### src/rtl/out_reg.sv


module out_reg #(
    parameter int DATA_W = 16,
    parameter int CNT_W  = 16
) (
    input  logic              clock,
    input  logic              resetN,
    input  logic              stalled,
    input  logic              dataoutvx2,
    input  logic [DATA_W-1:0] dataoutx2,
    output logic              stalledx3,
    output logic              dataoutvx3,
    output logic [DATA_W-1:0] dataoutx3,
    output logic [CNT_W-1:0]  outcount
);

    logic              stall_q, stall_d;
    logic              valid_q, valid_d;
    logic [DATA_W-1:0] data_q,  data_d;
    logic [CNT_W-1:0]  cnt_q,   cnt_d;
    logic              accept;

    // A stalled stage-x2 slot is a bubble, so stall overrides the valid strobe.
    assign accept = dataoutvx2 & ~stalled;

    always_comb begin
        stall_d = stalled;
        valid_d = accept;
        data_d  = data_q;
        cnt_d   = cnt_q;
        if (accept) begin
            data_d = dataoutx2;
            cnt_d  = cnt_q + {{(CNT_W-1){1'b0}}, 1'b1};
        end
    end

    always_ff @(posedge clock or negedge resetN) begin
        if (!resetN) begin
            stall_q <= 1'b0;
            valid_q <= 1'b0;
            data_q  <= '0;
            cnt_q   <= '0;
        end else begin
            stall_q <= stall_d;
            valid_q <= valid_d;
            data_q  <= data_d;
            cnt_q   <= cnt_d;
        end
    end

    assign stalledx3  = stall_q;
    assign dataoutvx3 = valid_q;
    assign dataoutx3  = data_q;
    assign outcount   = cnt_q;

endmodule

### config.mk
export PLATFORM = sky130hd
export DESIGN_NAME = out_reg
export DESIGN_NICKNAME = d
export VERILOG_FILES = /design/src/rtl/out_reg.sv
export SDC_FILE = /design/constraint.sdc
export NUM_CORES = 1
export LEC_CHECK = 0
export CAP_MARGIN = 30
export CELL_PAD_IN_SITES_DETAIL_PLACEMENT = 0
export CELL_PAD_IN_SITES_GLOBAL_PLACEMENT = 2
export CORE_MARGIN = 1
export CORE_UTILIZATION = 29
export CTS_CLUSTER_SIZE = 16
export DETAILED_ROUTE_END_ITERATION = 8
export HOLD_SLACK_MARGIN = 0.06
export PLACE_DENSITY = 0.86
export SLEW_MARGIN = 20
export SYNTH_ARGS = -nofsm -noshare
export SYNTH_HDL_FRONTEND = slang
export SYNTH_SLANG_ARGS = --single-unit
### constraint.sdc
create_clock -name clock -period 2.4 [get_ports clock]
set_input_delay 0.72 -clock clock [delete_from_list [all_inputs] [get_ports clock]]
set_output_delay 0.72 -clock clock [all_outputs]
set_load 0.005 [all_outputs]
* Yosys cells after proc, flatten, opt, wreduce, memory -nomap -nowiden
Index checks and enable logic that the tools add are counted.
** Storage, ports and cells
- Register bits after elaboration :: 34
- Input bits :: 20
- Output and inout bits :: 34
- Logic and storage cells :: 7
** Operators by class
- Add/subtract/negate cells :: 1
- Bitwise gates (word level) :: 2
** Operators with widths (number)
- $add A16 B1 Y16 const B :: 1
- $and A1 B1 Y1 :: 1
- $not A1 Y1 :: 1

* Longest topological paths before layout
- Depth after elaboration :: 2
- Gate-level depth with buffers :: 4
- Gate-level depth less buffers :: 4

* Worst setup path before layout
No wires, ideal clock.
- Path kind :: input to register
- Start point :: input stalled
- End point :: register cnt_q[15], in the netlist outcount[15]
- Library setup time :: 123 ps
- Arrival :: 1474 ps
- Required time :: 2277 ps
- Slack :: 803 ps
- Stages :: 4
- Buffers on the path :: 0
- Cells stage by stage :: and4b_1 -> and4_4 -> nand4_1 -> xnor2_1
** Between the ends
- Word-level cells in the longest chain between the ends :: 2
** RTL lines
- start, declared :: RTL line 9 : input logic stalled,
- $not A1 Y1 :: RTL line 25 : assign accept = dataoutvx2 & ~stalled;
- $and A1 B1 Y1 :: RTL line 25
- end signal, assigned :: RTL line 48 : cnt_q <= cnt_d;
- end, declared :: RTL line 21 : logic [CNT_W-1:0] cnt_q, cnt_d;
Every way passes these cells.
A chain may end at the register's enable or synchronous reset.

* Worst setup path in the final report
- Start point :: register cnt_q[1], in the netlist outcount[1]
- End point :: output outcount[1]
** RTL lines
- end, declared :: RTL line 15 : output logic [CNT_W-1:0] outcount
No word-level cell between the ends.

==> results.md <==
- Final Non-Filler Cells: 205
- Max-cap violations: 0
- Critical path buffers and inverters: 1
- Initial core utilization: 0.304
- Synthesized area: 1330 um2
- Clk slew on worst S/H paths: 0.06 ns
- # clock sinks: 34
- TritonCTS buffer count: 5
- Fillers: between 300 and 400
- Global Route Usage Sum: 0.131
- GPL Wtd Cong: 0.672
- RSZ-0062 raised after global routing: no
- Clock latency on the worst-skew pair: approximately 0.28 ns
- Power per cell area: between 700 and 800 nW/um2
- Final min period: 2.00 ns
- DPL Wire Length: 2080 um
- Antenna-violating nets left: 0
- Register share of total power: 0.500
- Port Buf Inserts: 53
- Worst Min Path Start: outcount[15]$_DFFE_PN0P_
- Register area: around 850 um2
- Status: complete, no violations
- Commonest non-fill, non-tap cell in the layout: clkdlybuf4s50_1
- Peak VDD IR: 0.000404 V
- Fin. max-slew vios: 0
- Least-Margin Pin Slew: 0.421 ns
- Register area share after synthesis: 0.639
- Slew HR: 0.719
- Worst setup path class: flop to output pin
- Final Hold Vio Count: 0
- Mean routed wirelength per cell: 13.8 um
- Max FO, Critical Path: 6
- Share of cells above drive strength 1: 0.196
- Die W: 69.8 um
- Clock buffer depth: 2
- Final Cycle Share: 0.835
- Hold slack: 0.488 ns
- Ports: 54
- Final-stage net count: 174
- Total routed wirelength: 2820 um
- Placement Cell Area: just under 2000 um2
- Vias: 927
- P&R area growth vs syn: 51.8%
- Mapped Cells: between 90 and 100
- Cells after DPL: 198
- Clock network fraction of total power: 0.258
- Post-Syn Area per Cell: approximately 14 um2
- Crit path DAT: 1.28 ns
- Sw Ratio: 0.262
- Core ar.: 4380 um2
- Number of diodes: 0
- # DRC: 0
- Fmax achieved: 0.499 GHz
- CP max stage delay: 0.56 ns
- # hold bufs at CTS: 0
- Sw power: 395 uW
- Setup Skew: a little over 0.007 ns
- TritonRoute pass-1 iters: 2
- P_leak: 0.833 nW
- Most frequent cells in the layout: 53 x clkdlybuf4s50_1, 34 x dfrtp_1, 17 x mux2_2, 13 x xnor2_1, 6 x nand4_1
- Multi-input gate area: between 400 and 500 um2
- # setup viols final: 0
- First-pass GRT wire length: 4860 um
- Die Area: 4870 um2
- Syn. warnings: 0
- H-tree Lvls: 2
- Final setup margin: 0.396 ns
- Critical Path Start Type: flop
- Critical path cell sequence: clkdlybuf4s50_1
- Combinational power share: 0.242
- Largest net degree at the start of global routing: 35
- Slowest CP cell: clkdlybuf4s50_1
- Finished layout cell area: 2020 um2
- Yosys cell types: 16
- Initial antenna violation count: 0
- Post-CTS sizing: 0
- R2R Path Start: outcount[2]$_DFFE_PN0P_
- Setup bufs post-CTS: 0
- CP Launch Point: outcount[1]$_DFFE_PN0P_
- CP Capture Type: output pin
- Delay-heaviest family, CP: buffers and inverters
- Critical Path RT: 1.68 ns
- Vias in the first global route: approximately 1.0k
- Hold WC Path Type: flop to flop
- Row count: 24
- GRT overflow: 0
- Post-Route Setup TNS: 0 ns
- CTS root buf: clkbuf_8
- Power Internal: 1.11 mW
- Setup WS pre-CTS: 0.244 ns
- Iter 0 DRT Violations: 36
- Syn_nets: about 110
- Via density: between 4 and 5
- #FFs+latches synth: 34
- Die H: approximately 70 um
- CTS tree: done
-- sequential cells by signal (all words and copies together), names as in the netlist --
name and count:
dataoutx3 16, outcount 16, dataoutvx3 1, stalledx3 1
-- power by group through the flow --
stage / sequential (mW) / clock, mW / combinational, mW
after floorplan: 0.755 / 0 / 0.108
after global placement: 0.758 / 0 / 0.360
after detailed placement: 0.762 / 0 / 0.367
after CTS: 0.754 / 0.407 / 0.371
after global routing: 0.769 / 0.431 / 0.402
final: 0.751 / 0.388 / 0.364
-- metal layers --
layer | up-vias | wire length [um] | global-route usage
li1 | 443 | - | -
met1 | 435 | 1130 | 0.144
met2 | 43 | 1310 | 0.202
met3 | 6 | 323 | 0.0814
met4 | 0 | 59 | 0.0600
met5 | - | 0 | 0
-- cell usage after synthesis --
library cell	instances	area, um2
dfrtp_1	34	851
mux2_2	17	191
xnor2_1	13	114
nand4_1	6	37.5
nand3_1	5	25.0
nand2_1	4	15.0
buf_2	2	10.0
nor2_1	2	7.51
xor2_1	2	17.5
and2_1	1	6.26
and3_2	1	7.51
and4_1	1	8.76
and4_4	1	11.3
and4b_1	1	10.0
ha_1	1	12.5
nor2b_1	1	6.26
-- per-stage QoR --
stage,power [mW],utilization
floorplan,0.863,-
global placement,1.12,0.443
detailed placement,1.13,0.443
CTS,1.53,0.461
global route,1.60,0.461
finish,1.50,0.461
-- logic make-up (layout without fill, tap and decap cells) --
logic type | Yosys count | after routing | synth area share
xor+xnor | 15 | 15 | 0.0987
fa+ha+maj | 1 | 1 | 0.00940
buf+inv | 2 | 63 | 0.00752
flops | 34 | 34 | 0.639
mux | 17 | 17 | 0.144
simple gates | 23 | 23 | 0.102
-- worst paths after layout --
check | cells past startpoint | endpoint | slack (ns)
hold / removal | 1 | outcount[15]$_DFFE_PN0P_ | 0.49
min in group asynchronous | 2 | dataoutx3[4]$_DFFE_PN0P_ | 0.84
setup reg to reg | 4 | outcount[15]$_DFFE_PN0P_ | 1.07
max in group asynchronous | 2 | outcount[3]$_DFFE_PN0P_ | 1.25
hold reg to reg | 1 | outcount[15]$_DFFE_PN0P_ | 0.49
setup / recovery | 1 | outcount[1] | 0.40
-- area by class of cell --
cell class / instances / share of cell area
flip-flops and latches: 34 / 0.421
repair buffers: 56 / 0.274
multi-input cells: 56 / 0.234
clock buffers: 5 / 0.0341
well taps: 52 / 0.0322
clock inverters: 2 / 0.00495
Note: power is estimated with default switching activity, not from simulation.
